--- src/rtl/pru_cmd_dispatcher.sv ---
// pru_cmd_dispatcher: memory-mapped draw-command FIFO that issues commands over the PRU start/busy/done handshake.
// Define PRU_CMD_TIMEOUT_EN to add a 16-bit WAIT_DONE watchdog with a sticky timeout status bit.
module pru_cmd_dispatcher #(
    parameter int unsigned DEPTH     = 8,
    parameter logic [31:0] BASE_ADDR = 32'h4000_0100
) (
    input  logic        clk,
    input  logic        rst,
    input  logic [31:0] bus_addr,
    input  logic [31:0] bus_wdata,
    input  logic        bus_we,
    input  logic        bus_re,
    output logic [31:0] bus_rdata,
    output logic        pru_start,
    output logic [1:0]  pru_shape_select,
    output logic [1:0]  pru_color,
    output logic [9:0]  pru_col,
    output logic [8:0]  pru_row,
    output logic [9:0]  pru_width,
    output logic [8:0]  pru_height_radius,
    output logic        pru_subtract,
    input  logic        pru_busy,
    input  logic        pru_done
);
    localparam int unsigned PTR_W  = $clog2(DEPTH);
    localparam int unsigned CNT_W  = PTR_W + 1;
    localparam int unsigned GEOM_W = 19;

    typedef enum logic [1:0] {S_IDLE, S_WAIT_DONE, S_RELEASE} state_t;

    typedef struct packed {
        logic [9:0] col;
        logic [8:0] row;
        logic [9:0] width;
        logic [8:0] height_radius;
        logic [1:0] shape;
        logic [1:0] color;
        logic       subtract;
    } cmd_t;

    state_t             state_q, state_d;
    logic               start_q, start_d;
    cmd_t               op_q, op_d;
    logic [31:0]        rdata_q, rdata_d;
    logic [GEOM_W-1:0]  geom0_q, geom0_d, geom1_q, geom1_d;
    logic               ovf_q, ovf_d;
    logic [PTR_W-1:0]   wr_ptr_q, wr_ptr_d, rd_ptr_q, rd_ptr_d;
    logic [CNT_W-1:0]   count_q, count_d;
    cmd_t               fifo_q [DEPTH];
`ifdef PRU_CMD_TIMEOUT_EN
    logic               tmo_q, tmo_d;
    logic [15:0]        wd_q, wd_d;
`endif

    logic sel_geom0, sel_geom1, sel_push, sel_status;
    logic empty, full, idle, pop, push_req, push_ok, timeout_flag;
    logic [31:0] status_val, rd_val;
    cmd_t push_entry;
    logic unused_wdata;

    assign sel_geom0  = (bus_addr == BASE_ADDR);
    assign sel_geom1  = (bus_addr == BASE_ADDR + 32'd4);
    assign sel_push   = (bus_addr == BASE_ADDR + 32'd8);
    assign sel_status = (bus_addr == BASE_ADDR + 32'd12);

    assign empty    = (count_q == '0);
    assign full     = (count_q == CNT_W'(DEPTH));
    assign idle     = (state_q == S_IDLE) && empty;
    assign pop      = (state_q == S_IDLE) && !empty;
    assign push_req = bus_we && sel_push;
    // A full queue still takes a push when the head leaves in the same cycle.
    assign push_ok  = push_req && (!full || pop);

`ifdef PRU_CMD_TIMEOUT_EN
    assign timeout_flag = tmo_q;
`else
    assign timeout_flag = 1'b0;
`endif

    assign status_val = {16'h0, 8'(count_q), 3'b000, timeout_flag, ovf_q, idle, full, empty};
    assign push_entry = '{col: geom0_q[9:0], row: geom0_q[18:10],
                          width: geom1_q[9:0], height_radius: geom1_q[18:10],
                          shape: bus_wdata[1:0], color: bus_wdata[3:2], subtract: bus_wdata[4]};
    assign unused_wdata = ^bus_wdata[31:19];

    always_comb begin
        rd_val = '0;
        if (sel_geom0)       rd_val = {13'h0, geom0_q};
        else if (sel_geom1)  rd_val = {13'h0, geom1_q};
        else if (sel_status) rd_val = status_val;
    end

    always_comb begin
        state_d  = state_q;
        start_d  = start_q;
        op_d     = op_q;
        rdata_d  = rdata_q;
        geom0_d  = geom0_q;
        geom1_d  = geom1_q;
        ovf_d    = ovf_q;
        wr_ptr_d = wr_ptr_q;
        rd_ptr_d = rd_ptr_q;
        count_d  = count_q;
`ifdef PRU_CMD_TIMEOUT_EN
        tmo_d    = tmo_q;
        wd_d     = wd_q;
`endif

        if (bus_re) rdata_d = rd_val;

        if (bus_we && sel_geom0) geom0_d = bus_wdata[18:0];
        if (bus_we && sel_geom1) geom1_d = bus_wdata[18:0];
        if (bus_we && sel_status) begin
            ovf_d = 1'b0;
`ifdef PRU_CMD_TIMEOUT_EN
            tmo_d = 1'b0;
`endif
        end
        if (push_req && !push_ok) ovf_d = 1'b1;
        if (push_ok) wr_ptr_d = wr_ptr_q + PTR_W'(1);

        unique case (state_q)
            S_IDLE: begin
                if (pop) begin
                    op_d     = fifo_q[rd_ptr_q];
                    rd_ptr_d = rd_ptr_q + PTR_W'(1);
                    start_d  = 1'b1;
                    state_d  = S_WAIT_DONE;
`ifdef PRU_CMD_TIMEOUT_EN
                    wd_d     = '0;
`endif
                end
            end
            S_WAIT_DONE: begin
                if (pru_done) begin
                    start_d = 1'b0;
                    state_d = S_RELEASE;
                end
`ifdef PRU_CMD_TIMEOUT_EN
                else if (wd_q == 16'hFFFF) begin
                    start_d = 1'b0;
                    tmo_d   = 1'b1;
                    state_d = S_RELEASE;
                end else begin
                    wd_d = wd_q + 16'd1;
                end
`endif
            end
            S_RELEASE: begin
                if (!pru_done && !pru_busy) state_d = S_IDLE;
            end
            default: state_d = S_IDLE;
        endcase

        case ({push_ok, pop})
            2'b10:   count_d = count_q + CNT_W'(1);
            2'b01:   count_d = count_q - CNT_W'(1);
            default: count_d = count_q;
        endcase
    end

    always_ff @(posedge clk) begin
        if (rst) begin
            state_q  <= S_IDLE;
            start_q  <= 1'b0;
            op_q     <= '0;
            rdata_q  <= '0;
            geom0_q  <= '0;
            geom1_q  <= '0;
            ovf_q    <= 1'b0;
            wr_ptr_q <= '0;
            rd_ptr_q <= '0;
            count_q  <= '0;
`ifdef PRU_CMD_TIMEOUT_EN
            tmo_q    <= 1'b0;
            wd_q     <= '0;
`endif
        end else begin
            state_q  <= state_d;
            start_q  <= start_d;
            op_q     <= op_d;
            rdata_q  <= rdata_d;
            geom0_q  <= geom0_d;
            geom1_q  <= geom1_d;
            ovf_q    <= ovf_d;
            wr_ptr_q <= wr_ptr_d;
            rd_ptr_q <= rd_ptr_d;
            count_q  <= count_d;
`ifdef PRU_CMD_TIMEOUT_EN
            tmo_q    <= tmo_d;
            wd_q     <= wd_d;
`endif
        end
    end

    // Queue storage needs no reset; count/pointers define validity.
    always_ff @(posedge clk) begin
        if (push_ok) fifo_q[wr_ptr_q] <= push_entry;
    end

    assign bus_rdata         = rdata_q;
    assign pru_start         = start_q;
    assign pru_shape_select  = op_q.shape;
    assign pru_color         = op_q.color;
    assign pru_col           = op_q.col;
    assign pru_row           = op_q.row;
    assign pru_width         = op_q.width;
    assign pru_height_radius = op_q.height_radius;
    assign pru_subtract      = op_q.subtract;

endmodule

--- config.mk ---
export PLATFORM = sky130hd
export DESIGN_NAME = pru_cmd_dispatcher
export DESIGN_NICKNAME = d
export VERILOG_FILES = /design/src/rtl/pru_cmd_dispatcher.sv
export SDC_FILE = /design/constraint.sdc
export NUM_CORES = 1
export LEC_CHECK = 0
export CORE_MARGIN = 5
export CORE_UTILIZATION = 49
export CTS_BUF_LIST = sky130_fd_sc_hd__clkbuf_8
export DETAILED_ROUTE_END_ITERATION = 16
export GPL_ROUTABILITY_DRIVEN = 0
export MAX_ROUTING_LAYER = met4
export PLACE_DENSITY = 0.69
export SLEW_MARGIN = 10
export SYNTH_ARGS = -nofsm -noshare
export SYNTH_HDL_FRONTEND = slang
export SYNTH_SLANG_ARGS = --single-unit
--- constraint.sdc ---
create_clock -name clk -period 8.86 [get_ports clk]
set_input_delay 1.772 -clock clk [delete_from_list [all_inputs] [get_ports clk]]
set_output_delay 1.772 -clock clk [all_outputs]
set_load 0.02 [all_outputs]
==> results of run 1 <==
-- logic make-up (layout without fill, tap and decap cells) --
group | count (synthesis) | count (layout)
multiplexers | 188 | 188
other | 1 | 13
buffers and inverters | 77 | 285
AO/OA/AOI/OAI | 87 | 87
AND/OR/NAND/NOR | 184 | 184
adder cells (fa/ha/maj) | 5 | 5
XOR/XNOR | 6 | 6
flip-flops | 458 | 458
-- per-stage QoR --
stage,instance area (um2),util (%),hold slack (ns),setup slack [ns],std cells
floorplan,17700,-,0.476,2.55,1018
global placement,19400,54.5,0.487,3.45,1550
detailed placement,19400,54.5,0.490,3.36,1550
CTS,20800,58.4,0.498,3.97,1687
global route,20800,58.4,0.507,3.87,1687
finish,20800,58.4,0.484,4.01,1687
-- critical path, stage by stage --
cell and delay [ns]:
clkdlybuf4s50_1 0.40, buf_4 0.24, inv_1 0.25, o2111ai_2 0.25
nor4_4 0.46, nand2_1 0.37, nor2_4 0.73, buf_4 0.56
-- how the worst max path moves through the flow --
| stage | start | end | slack [ns] | cells past startpoint |
|---|---|---|---|---|
| 2_1_floorplan | bus_addr[22] | fifo_q[0][0] | 2.55 | 4 |
| 3_3_place_gp | bus_addr[2] | fifo_q[3][18] | 3.45 | 8 |
| 3_5_place_dp | bus_addr[2] | fifo_q[7][12] | 3.36 | 8 |
| 4_1_cts | bus_addr[2] | fifo_q[7][15] | 3.97 | 8 |
| 5_1_grt | bus_addr[2] | fifo_q[3][15] | 3.87 | 8 |
| 6_report | bus_addr[2] | fifo_q[7][17] | 4.01 | 8 |
-- final cells by class --
type	instances	share of cell area, %
timing repair buffer	142	6.55
sequential	458	60.8
multi-input combinational	483	23.1
clock inverter	51	1.04
clock buffer	86	5.70
inverter	6	0.108
tap	461	2.78
-- per-layer routing --
metal	routed length (um)	vias to the layer above	global-route usage, %
met1	16700	4742	27.1
met3	2040	40	3.24
met4	546	0	5.28
met2	18300	279	30.8
li1	-	4239	-
met5	0	-	-
-- Yosys cell counts (8+ instances only) --
library cell,n
nand2_1,13
edfxtp_1,344
buf_1,8
nor2_1,120
mux2_2,11
nor2b_1,13
clkbuf_1,24
mux4_2,86
mux2i_1,91
buf_2,16
dfxtp_1,114
buf_4,18
a211oi_1,43
a21oi_1,24
o21ai_1,8
-- layout by cell type (no fill, tap or decap), drive strengths merged, types with 2 or more instances in the layout --
cell | Yosys | routed
a211oi | 43 | 43
a21oi | 24 | 24
a22oi | 2 | 2
buf | 47 | 24
clkbuf | 24 | 86
clkdlybuf4s50 | 0 | 118
clkinv | 1 | 4
conb | 1 | 13
dfxtp | 114 | 114
edfxtp | 344 | 344
ha | 5 | 5
inv | 5 | 52
mux2 | 11 | 11
mux2i | 91 | 91
mux4 | 86 | 86
nand2 | 13 | 13
nand2b | 4 | 4
nand3 | 3 | 3
nand3b | 2 | 2
nand4 | 3 | 3
nor2 | 121 | 121
nor2b | 13 | 13
nor3 | 5 | 5
nor4 | 10 | 10
nor4b | 2 | 2
o21ai | 13 | 13
or4 | 2 | 2
xnor2 | 2 | 2
xor2 | 4 | 4
-- where the power goes --
part | internal (W) | leakage [nW] | switching [W] | total [W]
clock network | 0.000887 | 0.877 | 0.000794 | 0.00168
registers | 0.00228 | 3.37 | 0.00000000000490 | 0.00228
logic | 0.0000278 | 1.58 | 0.0000363 | 0.0000642
total | 0.00319 | 5.83 | 0.000830 | 0.00402
-- sequential cells by signal, indices dropped and copies added (netlist names) --
register and cells:
pru_subtract 1, pru_height_radius 9, pru_shape_select 2, pru_color 2, geom0_q 19, pru_width 10
pru_col 10, bus_rdata 19, pru_start 1, geom1_q 19, state_q 2, ovf_q 1
pru_row 9, rd_ptr_q 3, wr_ptr_q 3, count_q 4, fifo_q 344
==> impl_metrics.py, run 1 <==
metrics = {
    "outcome": {
        "outcome": "completed",
    },
    "power": {
        "p_leak_nw": 5.83,
        "ir_worst_vdd_v": 0.000104,
        "powerDensity_mw_per_mm2": 194,
        "finalPower_w": 0.00402,
    },
    "synthesis": {
        "synth_seq_cells": 458,
        "synthMuxAreaShare_pct": 16.8,
        "synthAdderAreaFrac_pct": 0.354,
        "synth-compound-area-share_pct": 3.22,
        "synth-xor-area-share_pct": 0.297,
        "synth_edf_count": 344,
        "yosys-top-cells-area": "edfxtp_1 (58%), dfxtp_1 (13%), mux4_2 (11%)",
        "ys.flop_type": "edfxtp_1",
        "yosysTopAreaCellShare_pct": 58.4,
        "yosys_warnings": 0,
        "syn_area_mm2": 0.0177,
        "synth_top_family_by_area": "multiplexers",
        "ys_types": 52,
        "syn_inst": 1006,
        "yosys.area.top_type": "edfxtp_1",
        "synth-seq-area-share_pct": 71.3,
        "avgSynthCellArea_um2": 17.6,
        "synth-simple-area-share_pct": 5.59,
        "synthArstFlopShare_pct": 0,
    },
    "critical_path": {
        "critPathRequiredTime_ns": 9.07,
        "cp-start-kind": "input port",
        "cp-end-kind": "register",
        "timing.rr.start": "state_q[1]",
        "r2r_cells": 6,
        "crit_type": "input port to register",
        "r2r_end": "fifo_q[7][17]",
        "r2r_slack_ns": 5.39,
        "cp.arrival_ns": 5.06,
        "crit_fanout": 24,
    },
    "detailed_routing": {
        "dr.pass1.iters": 5,
        "vias_per_cell": 5.51,
        "drtIter0Drc": 612,
        "drc_errors": 0,
        "postRouteAntennaNets": 0,
        "wirelength_mm": 37.6,
        "wl_per_cell_um": 22.3,
        "via_count": 9300,
    },
    "timing": {
        "setup_violations": 0,
        "rsz0062_at_grt": "false",
        "post-route-min-period_ns": 4.85,
        "period_share_pct": 54.7,
        "slew_viol_final": 0,
        "fmax_ghz": 0.206,
        "final-hold-violation-count": 0,
        "relSlewSlack_pct": 29.1,
        "tns_ns": 0,
        "fin_skew_ns": 0.0259,
        "worstMarginPinSlew_ns": 1.06,
    },
    "clock_network": {
        "root_buffer": "clkbuf_8",
        "numClockSinks": 458,
        "ctsResizeCount": 0,
        "htreeDepth": 3,
        "cts_tree": "built",
        "cts_setup_buffers": 0,
        "clkTransAtPathRegs_ns": 0.06,
        "clk_latency_ns": 0.59,
        "cts_hold_buf": 0,
        "clk_path_buf_depth": 3,
        "cts_made_buffers": 75,
    },
    "floorplan": {
        "die_w_um": 200,
        "die_area_mm2": 0.0400,
        "die_h_um": 200,
        "core_area_mm2": 0.0356,
        "start_util_pct": 49.7,
        "pin_count": 146,
        "rows": 69,
    },
    "global_routing": {
        "grt_max_degree": 71,
        "grt_pass1_vias": 9596,
        "gr-total-overflow": 0,
        "grt_pass1_wl_mm": 57.2,
        "grt.total_usage_pct": 19.6,
        "antenna_found_initial": 0,
    },
    "layout": {
        "regArea_mm2": 0.0126,
        "antennaDiodeCount": 0,
        "multi_input_area_mm2": 0.00479,
        "synthToLayoutAreaGrowth_pct": 17.4,
        "fin_nets": 1241,
        "drive_above_1_share_pct": 20.0,
        "nFillCells": 2744,
    },
    "run": {
        "max-cap-violations": 0,
    },
    "worst_hold_path": {
        "whs_path_depth": 2,
        "worstHoldStart": "bus_rdata[9]",
        "min_path_type": "register to register",
        "min_to": "bus_rdata[9]",
    },
    "placed_design": {
        "portBuffers": 119,
        "hpwlAfterDp_mm": 22.3,
    },
}
No activity file was read; power rests on OpenSTA's default activity.
==> run 2, diff against run 1 <==
Clock period 8.86 ns to 4.6 ns, I/O delays scaled along.
==> impl_metrics.py, run 2 (synthesis results as in run 1) <==
metrics = {
    "detailed_routing": {
        "wirelength_mm": 37.8,
        "via_count": 9403,
        "drtIter0Drc": 626,
        "dr.pass1.iters": 4,
        "postRouteAntennaNets": 0,
        "wl_per_cell_um": 22.4,
        "vias_per_cell": 5.56,
        "drc_errors": 0,
    },
    "layout": {
        "utilization_pct": 58.7,
        "fin_nets": 1245,
        "synthToLayoutAreaGrowth_pct": 17.9,
        "final_cell_mix": "edfxtp_1 (344), clkdlybuf4s50_1 (118), nor2_1 (114)",
        "layout.cells.non_filler": 1692,
        "largest-register": "fifo_q",
        "largest_reg_flops": 344,
        "final_common_cell": "edfxtp_1",
        "drive_above_1_share_pct": 20.7,
    },
    "placed_design": {
        "dpl_worst_slack_ns": 0.583,
        "portBuffers": 119,
        "hpwlAfterDp_mm": 22.2,
        "dp.cells": 1557,
    },
    "outcome": {
        "outcome": "completed",
    },
    "timing": {
        "post-route-min-period_ns": 3.45,
        "tns_ns": 0,
        "slew_viol_final": 0,
        "relSlewSlack_pct": 26.7,
        "worstMarginPinSlew_ns": 1.10,
        "period_share_pct": 75.0,
        "rsz0062_at_grt": "false",
        "setup_violations": 0,
        "fmax_ghz": 0.290,
        "fin_skew_ns": 0.0345,
        "fin_ws_ns": 1.15,
        "final-hold-violation-count": 0,
    },
    "critical_path": {
        "crit_type": "input port to register",
        "cp-start-kind": "input port",
        "cp-end-kind": "register",
        "crit_fanout": 7,
        "cp.arrival_ns": 3.96,
        "r2r_cells": 11,
        "r2r_slack_ns": 1.50,
        "critPathRequiredTime_ns": 5.12,
    },
    "global_routing": {
        "grt_pass1_vias": 9603,
        "grt_pass1_wl_mm": 57.9,
        "gr-total-overflow": 0,
        "grtUsageMet2_pct": 31.1,
        "grt.total_usage_pct": 19.9,
        "grt_max_degree": 90,
        "antenna_found_initial": 1,
        "use_met3_pct": 3.98,
        "met1_usage_pct": 27.5,
        "grt_busiest_layer": "met2",
    },
    "clock_network": {
        "numClockSinks": 458,
        "cts_made_buffers": 72,
        "htreeDepth": 3,
        "ctsResizeCount": 0,
        "cts_tree": "built",
        "clk_path_buf_depth": 3,
        "root_buffer": "clkbuf_8",
        "clk_latency_ns": 0.60,
        "cts_setup_buffers": 0,
        "clkTransAtPathRegs_ns": 0.06,
        "cts_hold_buf": 0,
    },
    "floorplan": {
        "die_area_mm2": 0.0400,
        "die_w_um": 200,
        "core_area_mm2": 0.0356,
        "start_util_pct": 49.7,
        "rows": 69,
        "pin_count": 146,
        "die_h_um": 200,
    },
    "power": {
        "powerDensity_mw_per_mm2": 370,
        "ir_worst_vdd_v": 0.000200,
        "finalPower_w": 0.00773,
        "p_leak_nw": 5.79,
    },
    "worst_hold_path": {
        "min_path_type": "register to register",
        "whs_path_depth": 2,
    },
    "run": {
        "max-cap-violations": 0,
    },
}
[run 2: cell types whose count changed in the layout (fill, tap and decap cells not counted), sizes merged]
cell      delta
inv         -17
bufinv       +2
clkinvlp     +1
diode        +1
clkinv      +20
clkbuf       -9
buf          +7
[run 2: worst paths after layout]
check	start	endpoint
worst max-delay path	bus_addr[0]	count_q[2]
worst min-delay path	bus_rdata[0]	bus_rdata[0]
worst max register to register	state_q[1]	count_q[2]
worst min register to register	bus_rdata[0]	bus_rdata[0]
[run 2: layer usage]
layer  part of all wire, %  routed length (um)
met5                     0                   0
met4                   1.3                 507
met3                   5.9                2250
met2                    49               18400
met1                    44               16700
[run 2: per-stage QoR]
step	instance area (um2)	hold slack [ns]
final	20900	0.481
after CTS	20900	0.493
after global routing	20900	0.502
after global placement	19500	0.481
after floorplan	17700	0.476
after detailed placement	19500	0.484
[run 2: cell type report]
cell class	instances	area, um2
fill	2738	14700
timing repair buffer	149	1490
tap	461	577
multi-input combinational	483	4790
clock inverter	57	307
antenna	1	2.50
clock buffer	77	1060
sequential	458	12600
inverter	6	22.5
[run 2: critical path, cell delays in order]
cell and delay [ns]:
clkdlybuf4s50_1 0.45, nor4_4 0.32, nand4_1 0.21, nor4_4 0.60, inv_1 0.14, ha_1 0.29
xor2_1 0.16, ha_1 0.19, a21oi_1 0.14, xor2_1 0.09, or3_1 0.30, a21oi_1 0.15
[run 2: power breakdown]
part	leakage [nW]	internal, W	switching [W]
clock	0.802	0.00168	0.00154
combinational	1.62	0.0000536	0.0000709
sequential	3.37	0.00439	0.00000000000857
